===== config.mk =====
export PLATFORM = sky130hd
export DESIGN_NAME = jtsdram_ledctl
export DESIGN_NICKNAME = d
export VERILOG_FILES = /design/src/rtl/jtsdram_ledctl_pkg.sv /design/src/rtl/jtsdram_blinkseq.sv /design/src/rtl/jtsdram_ledctl.sv
export SDC_FILE = /design/constraint.sdc
export NUM_CORES = 1
export LEC_CHECK = 0
export CAP_MARGIN = 20
export CORE_UTILIZATION = 58
export CTS_BUF_LIST = sky130_fd_sc_hd__clkbuf_4 sky130_fd_sc_hd__clkbuf_8
export DETAILED_ROUTE_END_ITERATION = 7
export GPL_ROUTABILITY_DRIVEN = 0
export PLACE_DENSITY = 0.78
export SKIP_CTS_REPAIR_TIMING = 1
export SLEW_MARGIN = 15
export SYNTH_ARGS = -nofsm -noshare
export SYNTH_HDL_FRONTEND = slang
export SYNTH_SLANG_ARGS = --single-unit

===== constraint.sdc =====
create_clock -name clk -period 1.9 [get_ports clk]
set_input_delay 0.38 -clock clk [delete_from_list [all_inputs] [get_ports clk]]
set_output_delay 0.38 -clock clk [all_outputs]
set_load 0.005 [all_outputs]

===== src/rtl/jtsdram_ledctl_pkg.sv =====
// Shared constants and types for the SDRAM status LED controller.
// The sequencer state encoding and the gap multiplier live here so that
// the top level, the blink sequencer and any checkers agree on them.
package jtsdram_ledctl_pkg;

   // Error-code sequencer states
   typedef enum logic [1:0] {
      SEQ_IDLE = 2'd0,
      SEQ_ON   = 2'd1,
      SEQ_OFF  = 2'd2,
      SEQ_GAP  = 2'd3
   } seq_state_t;

   // The gap between code repetitions lasts this many PULSE periods
   localparam int GAP_MULT = 4;

   // Width of the error code: up to 8 channels -> codes 1..8
   localparam int CODE_W = 4;

endpackage


===== src/rtl/jtsdram_blinkseq.sv =====
// Error-code blink sequencer. On a frame tick in IDLE it latches the code
// and blinks code_led that many times (PULSE frames on, PULSE frames off),
// then stays dark for GAP_MULT*PULSE frames before re-sampling.
// Dropping err_any aborts to IDLE on the next edge from any state.
module jtsdram_blinkseq
   import jtsdram_ledctl_pkg::*;
#(
   parameter int PULSE = 8
) (
   input  logic              clk,
   input  logic              rst,
   input  logic              tick,
   input  logic              err_any,
   input  logic [CODE_W-1:0] code,
   output logic              code_led
);

   localparam int PH_W = $clog2(GAP_MULT * PULSE);
   localparam logic [PH_W-1:0] PH_PULSE_END = PH_W'(PULSE - 1);
   localparam logic [PH_W-1:0] PH_GAP_END   = PH_W'(GAP_MULT * PULSE - 1);

   seq_state_t         state_q;
   logic [PH_W-1:0]    phase_q;
   logic [CODE_W-1:0]  blink_q;
   logic               code_led_q;

   assign code_led = code_led_q;

   // Sequencer: phase counts ticks spent in the current state and is
   // cleared on every state entry; code_led is registered from the state.
   always_ff @(posedge clk) begin
      if (rst) begin
         state_q    <= SEQ_IDLE;
         phase_q    <= '0;
         blink_q    <= '0;
         code_led_q <= 1'b0;
      end else if (!err_any) begin
         state_q    <= SEQ_IDLE;
         phase_q    <= '0;
         blink_q    <= '0;
         code_led_q <= 1'b0;
      end else if (tick) begin
         case (state_q)
            SEQ_IDLE: begin
               blink_q    <= code;
               phase_q    <= '0;
               state_q    <= SEQ_ON;
               code_led_q <= 1'b1;
            end
            SEQ_ON: begin
               if (phase_q == PH_PULSE_END) begin
                  blink_q    <= blink_q - CODE_W'(1);
                  phase_q    <= '0;
                  state_q    <= SEQ_OFF;
                  code_led_q <= 1'b0;
               end else begin
                  phase_q <= phase_q + PH_W'(1);
               end
            end
            SEQ_OFF: begin
               if (phase_q == PH_PULSE_END) begin
                  phase_q <= '0;
                  if (blink_q != '0) begin
                     state_q    <= SEQ_ON;
                     code_led_q <= 1'b1;
                  end else begin
                     state_q    <= SEQ_GAP;
                     code_led_q <= 1'b0;
                  end
               end else begin
                  phase_q <= phase_q + PH_W'(1);
               end
            end
            SEQ_GAP: begin
               if (phase_q == PH_GAP_END) begin
                  phase_q    <= '0;
                  state_q    <= SEQ_IDLE;
                  code_led_q <= 1'b0;
               end else begin
                  phase_q <= phase_q + PH_W'(1);
               end
            end
            default: begin
               phase_q    <= '0;
               state_q    <= SEQ_IDLE;
               code_led_q <= 1'b0;
            end
         endcase
      end
   end

endmodule


===== src/rtl/jtsdram_ledctl.sv =====
// SDRAM status LED controller. Frame ticks come from the rising edge of
// LVBL; a free-running frame counter makes the channel LEDs blink slowly
// for channels with a sticky error and fast for healthy ones. The lowest
// failing channel number is also blinked out on code_led.
module jtsdram_ledctl
   import jtsdram_ledctl_pkg::*;
#(
   parameter int CH    = 4,
   parameter int CW    = 5,
   parameter int PULSE = 8
) (
   input  logic          clk,
   input  logic          rst,
   input  logic          LVBL,
   input  logic [CH-1:0] bad,
   input  logic          clr,
   output logic [CH-1:0] led,
   output logic          code_led,
   output logic          err_any
);

   logic              last_lvbl_q;
   logic              tick;
   logic [CW-1:0]     cnt_q;
   logic [CH-1:0]     sticky_q;
   logic [CH-1:0]     sticky_d;
   logic [CH-1:0]     led_q;
   logic              err_any_q;
   logic [CODE_W-1:0] code_d;

   assign tick    = LVBL & ~last_lvbl_q;
   assign led     = led_q;
   assign err_any = err_any_q;

   // A new error always wins over a simultaneous clear
   always_comb begin
      sticky_d = bad | (sticky_q & ~{CH{clr}});
   end

   // Code is the 1-based index of the lowest failing channel
   always_comb begin
      code_d = '0;
      for (int i = CH - 1; i >= 0; i--) begin
         if (sticky_q[i]) code_d = CODE_W'(i + 1);
      end
   end

   // Frame edge detect, frame counter, sticky errors and LED vector.
   // last_lvbl resets high so LVBL held high through reset gives no tick.
   always_ff @(posedge clk) begin
      if (rst) begin
         last_lvbl_q <= 1'b1;
         cnt_q       <= '0;
         sticky_q    <= '0;
         led_q       <= '0;
         err_any_q   <= 1'b0;
      end else begin
         last_lvbl_q <= LVBL;
         if (tick) cnt_q <= cnt_q + CW'(1);
         sticky_q  <= sticky_d;
         err_any_q <= |sticky_d;
         for (int i = 0; i < CH; i++) begin
            led_q[i] <= sticky_q[i] ? cnt_q[CW-1] : cnt_q[0];
         end
      end
   end

   jtsdram_blinkseq #(
      .PULSE (PULSE)
   ) u_seq (
      .clk      (clk),
      .rst      (rst),
      .tick     (tick),
      .err_any  (err_any_q),
      .code     (code_d),
      .code_led (code_led)
   );

endmodule


==> flow_summary.toml, run 1 <==
[die]
dieWidth_um = 50.63
dieArea_um2 = 2563
fp-row-count = 17
die_h_um = 50.63
design.core.area_um2 = 2212
design.portCount = 14
start_util_pct = 61.99

[placed_design]
dp_hpwl_mm = 2.145
dp_slack_ns = 0.06609
io_buffers = 13

[yosys]
synthesis.area_um2 = 1371
yosys.cell_types.count = 43
number_of_nets_in_the_synthesized_netlist = 166
syn-instance-count = 148
seq_cells_post_synth = 27
syn_avg_cell_area_um2 = 9.266
ys_async_sr_fraction_pct = 0
number_of_synthesized_flops_with_an_enable_pin = 0
part_of_the_yosys_area_used_for_sequential_elements_pct = 39.42
most_frequently_used_flop_master_after_synthesis = "sky130_fd_sc_hd__dfxtp_1"
synth-warning-count = 0

[clock_tree]
worst_skew_pair_later_pin_latency_ns = 0.33
numCtsBuffers = 3
cts_tree = "built"
cts_buffer_depth = 2
clkSinkCount = 27
cts_htree_levels = 1
cts_root_buf = "sky130_fd_sc_hd__clkbuf_4"
clk_transition_reported_paths_ns = 0.13

[pwr]
p_leak_nw = 0.6534
areal_power_density_over_the_cells_nw_per_um2 = 592.8
vdd_drop_max_v = 0.0005746

[grt]
grt_overflow_total = 0
grt_pass1_wl_mm = 4.747
grt_max_degree = 15
grt_antenna_before_repair = 0
total_grt_usage_pct = 24.81
grt_pass1_vias = 1125

[sta]
worst-slew-pin-transition_ns = 0.3216
finalClockSkew_ns = 0.007418
slew_violations = 0
fin_crit_ns = 1.748
finalHoldWorstSlack_ns = 0.4827
relSlewSlack_pct = 78.56
rsz0062_at_grt = "false"
achievable-frequency_mhz = 572.2
final-hold-violation-count = 0
final_cycle_share_pct = 91.97
setup_ws_ns = 0.1525
timing.final.setup_violations = 0
final.setup.tns_ns = 0

[route]
wl_per_cell_um = 13.74
drc = 0
totalWireLength_mm = 2.734
vias_cell = 5.568
detailroute.via_count = 1108
detail_route.iter0.violations = 16
detail-route-antenna-nets = 0
drt_pass1_iterations = 4

[finish]
multi_input_comb_area_um2 = 774.5
post_route_cells_drive_above_1_share_pct = 16.96
layout.cells.most_common_list = "23 x sky130_fd_sc_hd__dfxtp_1, 20 x sky130_fd_sc_hd__nor2_1, 13 x sky130_fd_sc_hd__a21oi_1, 13 x sky130_fd_sc_hd__clkdlybuf4s50_1, 11 x sky130_fd_sc_hd__buf_4"
antenna_cells = 0
area.growth.synth_to_final_pct = 18.98
layout_commonest_cell = "sky130_fd_sc_hd__dfxtp_1"
finalNetCount = 190
n_fill_cell = 177
register_area_um2 = 545.5

[critical_path]
timing_worst_setup_path_type = "register to register"
crit_path_start_kind = "register"
timing.critical_path.required_ns = 2.14
reg2regPathDepth = 8
crit_arrival_ns = 1.99
worst_r2r_endpoint = "u_seq.state_q[1]"
kind_of_end_point_of_the_critical_path = "register"
worst_r2r_startpoint = "u_seq.phase_q[0]"
path_max_fanout = 6
r2r_setup_slack_ns = 0.15

[worst_hold_path]
whs_endpoint = "u_seq.code_led"
worst_min_path_class = "register to register"
timing.hold.worst_path_depth = 2
hold_start = "u_seq.code_led"

[outcome]
status = "finished, final reports clean"

[job]
maxCapViolations = 0
-- worst max path at each step --
| stage | from | cells past startpoint | to |
|---|---|---|---|
| after floorplan | u_seq.state_q[1] | 7 | u_seq.state_q[1] |
| after global placement | LVBL | 5 | u_seq.blink_q[2] |
| after detailed placement | LVBL | 5 | u_seq.state_q[0] |
| after CTS | u_seq.state_q[0] | 6 | u_seq.state_q[1] |
| after global routing | u_seq.phase_q[0] | 8 | u_seq.code_led |
| final | u_seq.phase_q[0] | 8 | u_seq.state_q[1] |
-- critical path, cell delays in order, from the launching register on --
cell                       delay (ns)
sky130_fd_sc_hd__dfxtp_2         0.38
sky130_fd_sc_hd__ha_1            0.17
sky130_fd_sc_hd__and3_1          0.16
sky130_fd_sc_hd__ha_1            0.13
sky130_fd_sc_hd__nor2b_1         0.05
sky130_fd_sc_hd__buf_4           0.15
sky130_fd_sc_hd__a211oi_4        0.30
sky130_fd_sc_hd__a21oi_1         0.11
sky130_fd_sc_hd__a311oi_1        0.20
-- per-stage QoR --
step | total power [mW] | utilization [%] | area, µm² | cells
finish | 0.9671 | 73.76 | 1632 | 199
global route | 1.007 | 73.76 | 1632 | 199
CTS | 0.9791 | 72.96 | 1614 | 198
detailed placement | 0.7141 | 71.61 | 1584 | 194
global placement | 0.7090 | 71.61 | 1584 | 194
floorplan | 0.6656 | - | 1371 | 148
-- final cells by class --
| class | count | share of cell area [%] |
|---|---|---|
| Multi-Input combinational cell | 107 | 47.47 |
| Sequential cell | 27 | 33.44 |
| Timing Repair Buffer | 24 | 13.04 |
| Tap cell | 28 | 2.147 |
| Inverter | 9 | 2.071 |
| Clock buffer | 4 | 1.840 |
-- cell usage after synthesis (all sizes together), types with 4 or more instances --
master | n | area share (%)
a21oi | 13 | 4.7
dfxtp | 27 | 39
ha | 10 | 9.1
inv | 9 | 2.5
mux2i | 4 | 2.9
nand2 | 7 | 1.9
nor2 | 20 | 5.5
nor2b | 4 | 1.8
o21ai | 4 | 1.5
-- state kept, by name, summed over array words and instances, names as in the netlist --
signal,cells
cnt_q,5
err_any,1
last_lvbl_q,1
led,4
sticky_q,4
u_seq.blink_q,4
u_seq.code_led,1
u_seq.phase_q,5
u_seq.state_q,2
-- report_power, final --
part | total, mW | leakage (nW) | switching, mW | internal, mW
Combinational | 0.107 | 0.413 | 0.0494 | 0.0579
Clock | 0.264 | 0.0184 | 0.167 | 0.0967
Sequential | 0.596 | 0.222 | 0.0156 | 0.580
Total | 0.967 | 0.653 | 0.232 | 0.735
-- logic make-up after synthesis --
| kind of cell | count (synthesis) | synth area share, % |
|---|---|---|
| compound gates | 33 | 17.97 |
| fa+ha+maj | 10 | 9.124 |
| flops | 27 | 39.42 |
| mux | 5 | 3.741 |
| xor+xnor | 4 | 2.555 |
| buf+inv | 14 | 4.470 |
| simple gates | 55 | 22.72 |
-- layer usage --
metal | share of wire, % | GRT usage, %
met5 | 0 | 0
met4 | 2.0 | 11.11
met3 | 2.3 | 3.636
met1 | 44 | 28.07
met2 | 51 | 45.33
No activity file was read; power rests on OpenSTA's default activity.
==> inputs of run 2 (changes only) <==
--- a/config.mk
+++ b/config.mk
@@ -11,6 +11,7 @@
 export DETAILED_ROUTE_END_ITERATION = 7
 export GPL_ROUTABILITY_DRIVEN = 0
 export PLACE_DENSITY = 0.78
+export SETUP_SLACK_MARGIN = 0.15
 export SKIP_CTS_REPAIR_TIMING = 1
 export SLEW_MARGIN = 15
 export SYNTH_ARGS = -nofsm -noshare
==> run 2 against run 1 <==
Compared with the run above: first-iteration DRC count stayed put; critical endpoint unchanged; sequential share of layout area shrank 0.42 points; die area stayed put; non-clock buffer count stayed put; cell count unchanged; critical path depth unchanged; final area up 3.1%; sequential cell count stayed put; power shrank 0.65%; fmax is 5.3% higher; global-route usage stayed put.
==> flow_summary.toml, run 2 (synthesis results as in run 1) <==
[job]
maxCapViolations = 0

[clock_tree]
cts_tree = "built"
clkSinkCount = 27
cts_buffer_depth = 2
numCtsBuffers = 3
clk_transition_reported_paths_ns = 0.13
worst_skew_pair_later_pin_latency_ns = 0.33
cts_htree_levels = 1
cts_root_buf = "sky130_fd_sc_hd__clkbuf_4"

[finish]
post_route_cells_drive_above_1_share_pct = 20.47
register_area_um2 = 555.5
multi_input_comb_area_um2 = 812.0
layout.cells.most_common_list = "23 x sky130_fd_sc_hd__dfxtp_1, 20 x sky130_fd_sc_hd__nor2_1, 13 x sky130_fd_sc_hd__a21oi_1, 13 x sky130_fd_sc_hd__clkdlybuf4s50_1, 10 x sky130_fd_sc_hd__buf_4"
area.growth.synth_to_final_pct = 22.72
finalNetCount = 190
reg.largest.list = "cnt_q: 5 flops, u_seq.phase_q: 5 flops"
antenna_cells = 0
n_fill_cell = 167
layout_commonest_cell = "sky130_fd_sc_hd__dfxtp_1"

[pwr]
p_int_mw = 0.7298
switching_share_pct = 24.04
power.sequential.fraction_pct = 61.5
areal_power_density_over_the_cells_nw_per_um2 = 571.0
p_leak_nw = 0.6447
vdd_drop_max_v = 0.0005746
power.net_switching_mw = 0.2310
clkPwrFrac_pct = 27.4
comb_power_share_pct = 11.2

[critical_path]
kind_of_end_point_of_the_critical_path = "register"
timing_worst_setup_path_type = "register to register"
reg2regPathDepth = 8
crit_path_start_kind = "register"
crit_arrival_ns = 1.90
r2r_setup_slack_ns = 0.24
worst_r2r_endpoint = "u_seq.state_q[1]"
worst_r2r_startpoint = "u_seq.phase_q[1]"
path_max_fanout = 6
timing.critical_path.required_ns = 2.14

[die]
die_h_um = 50.63
design.core.area_um2 = 2212
dieWidth_um = 50.63
fp-row-count = 17
design.portCount = 14
start_util_pct = 61.99
dieArea_um2 = 2563

[sta]
worst-slew-pin-transition_ns = 0.3206
final_cycle_share_pct = 87.35
finalHoldWorstSlack_ns = 0.4853
final.setup.tns_ns = 0
achievable-frequency_mhz = 602.5
slew_violations = 0
timing.final.setup_violations = 0
fin_crit_ns = 1.660
finalClockSkew_ns = 0.008344
final-hold-violation-count = 0
relSlewSlack_pct = 78.63
rsz0062_at_grt = "true"

[grt]
grt_pass1_wl_mm = 4.747
total_grt_usage_pct = 24.81
grt_overflow_total = 0
grt_antenna_before_repair = 0
grt_max_degree = 15
grt_pass1_vias = 1125

[route]
detail-route-antenna-nets = 0
detailroute.via_count = 1117
totalWireLength_mm = 2.737
drc = 0
drt_pass1_iterations = 4
vias_cell = 5.613
detail_route.iter0.violations = 16
wl_per_cell_um = 13.75

[placed_design]
io_buffers = 13
dp_hpwl_mm = 2.145

[worst_hold_path]
timing.hold.worst_path_depth = 2
whs_endpoint = "u_seq.code_led"
worst_min_path_class = "register to register"
hold_start = "u_seq.code_led"

[outcome]
status = "finished, final reports clean"
## run 2: cell count changes in the layout (fill, tap and decap cells not counted)
cell	delta
sky130_fd_sc_hd__and3_1	-1
sky130_fd_sc_hd__and3_4	+1
sky130_fd_sc_hd__buf_4	-1
sky130_fd_sc_hd__buf_6	+1
sky130_fd_sc_hd__dfxtp_2	-4
sky130_fd_sc_hd__dfxtp_4	+4
sky130_fd_sc_hd__ha_1	-4
sky130_fd_sc_hd__ha_2	+2
sky130_fd_sc_hd__ha_4	+2
sky130_fd_sc_hd__nor2b_1	-1
sky130_fd_sc_hd__nor2b_2	+1
## run 2: worst max path at each step
stage / slack, ns / startpoint / to
2_1_floorplan: 0.22 / u_seq.state_q[1] / u_seq.state_q[1]
3_3_place_gp: 0.11 / LVBL / u_seq.blink_q[2]
3_5_place_dp: 0.07 / LVBL / u_seq.state_q[0]
4_1_cts: 0.06 / u_seq.state_q[0] / u_seq.state_q[1]
5_1_grt: 0.13 / u_seq.phase_q[1] / u_seq.state_q[1]
6_report: 0.24 / u_seq.phase_q[1] / u_seq.state_q[1]
## run 2: layer usage
metal	up-vias	GRT usage (%)	wire length (µm)
li1	565	-	-
met5	-	0	0
met3	5	3.636	77
met1	524	28.07	1195
met4	0	11.11	56
met2	23	45.33	1407
## run 2: layout make-up
cell class | count | area share [%]
Clock buffer | 4 | 1.784
Inverter | 9 | 2.007
Multi-Input combinational cell | 107 | 48.25
Sequential cell | 27 | 33.01
Tap cell | 28 | 2.082
Timing Repair Buffer | 24 | 12.86
## run 2: through the flow
| step | power (mW) | cells | utilization [%] | cell area (µm²) | setup slack (ns) |
|---|---|---|---|---|---|
| finish | 0.9609 | 199 | 76.07 | 1683 | 0.2404 |
| global route | 1.004 | 199 | 76.07 | 1683 | 0.1319 |
| CTS | 0.9791 | 198 | 72.96 | 1614 | 0.06420 |
| detailed placement | 0.7141 | 194 | 71.61 | 1584 | 0.06609 |
| global placement | 0.7090 | 194 | 71.61 | 1584 | 0.1076 |
| floorplan | 0.6656 | 148 | - | 1371 | 0.2200 |
## run 2: power by group through the flow
stage	sequential, mW	clock, mW	combinational (mW)
2_1_floorplan	0.605	0	0.0608
3_3_place_gp	0.608	0	0.101
3_5_place_dp	0.608	0	0.106
4_1_cts	0.596	0.277	0.106
5_1_grt	0.593	0.292	0.118
6_report	0.591	0.263	0.107
## run 2: critical path, cell delays in order, from the launching register on
cell and delay, ns:
sky130_fd_sc_hd__dfxtp_4 0.39, sky130_fd_sc_hd__ha_4 0.13, sky130_fd_sc_hd__and3_4 0.18, sky130_fd_sc_hd__ha_4 0.12
sky130_fd_sc_hd__nor2b_2 0.04, sky130_fd_sc_hd__buf_6 0.12, sky130_fd_sc_hd__a211oi_4 0.30, sky130_fd_sc_hd__a21oi_1 0.11
sky130_fd_sc_hd__a311oi_1 0.19
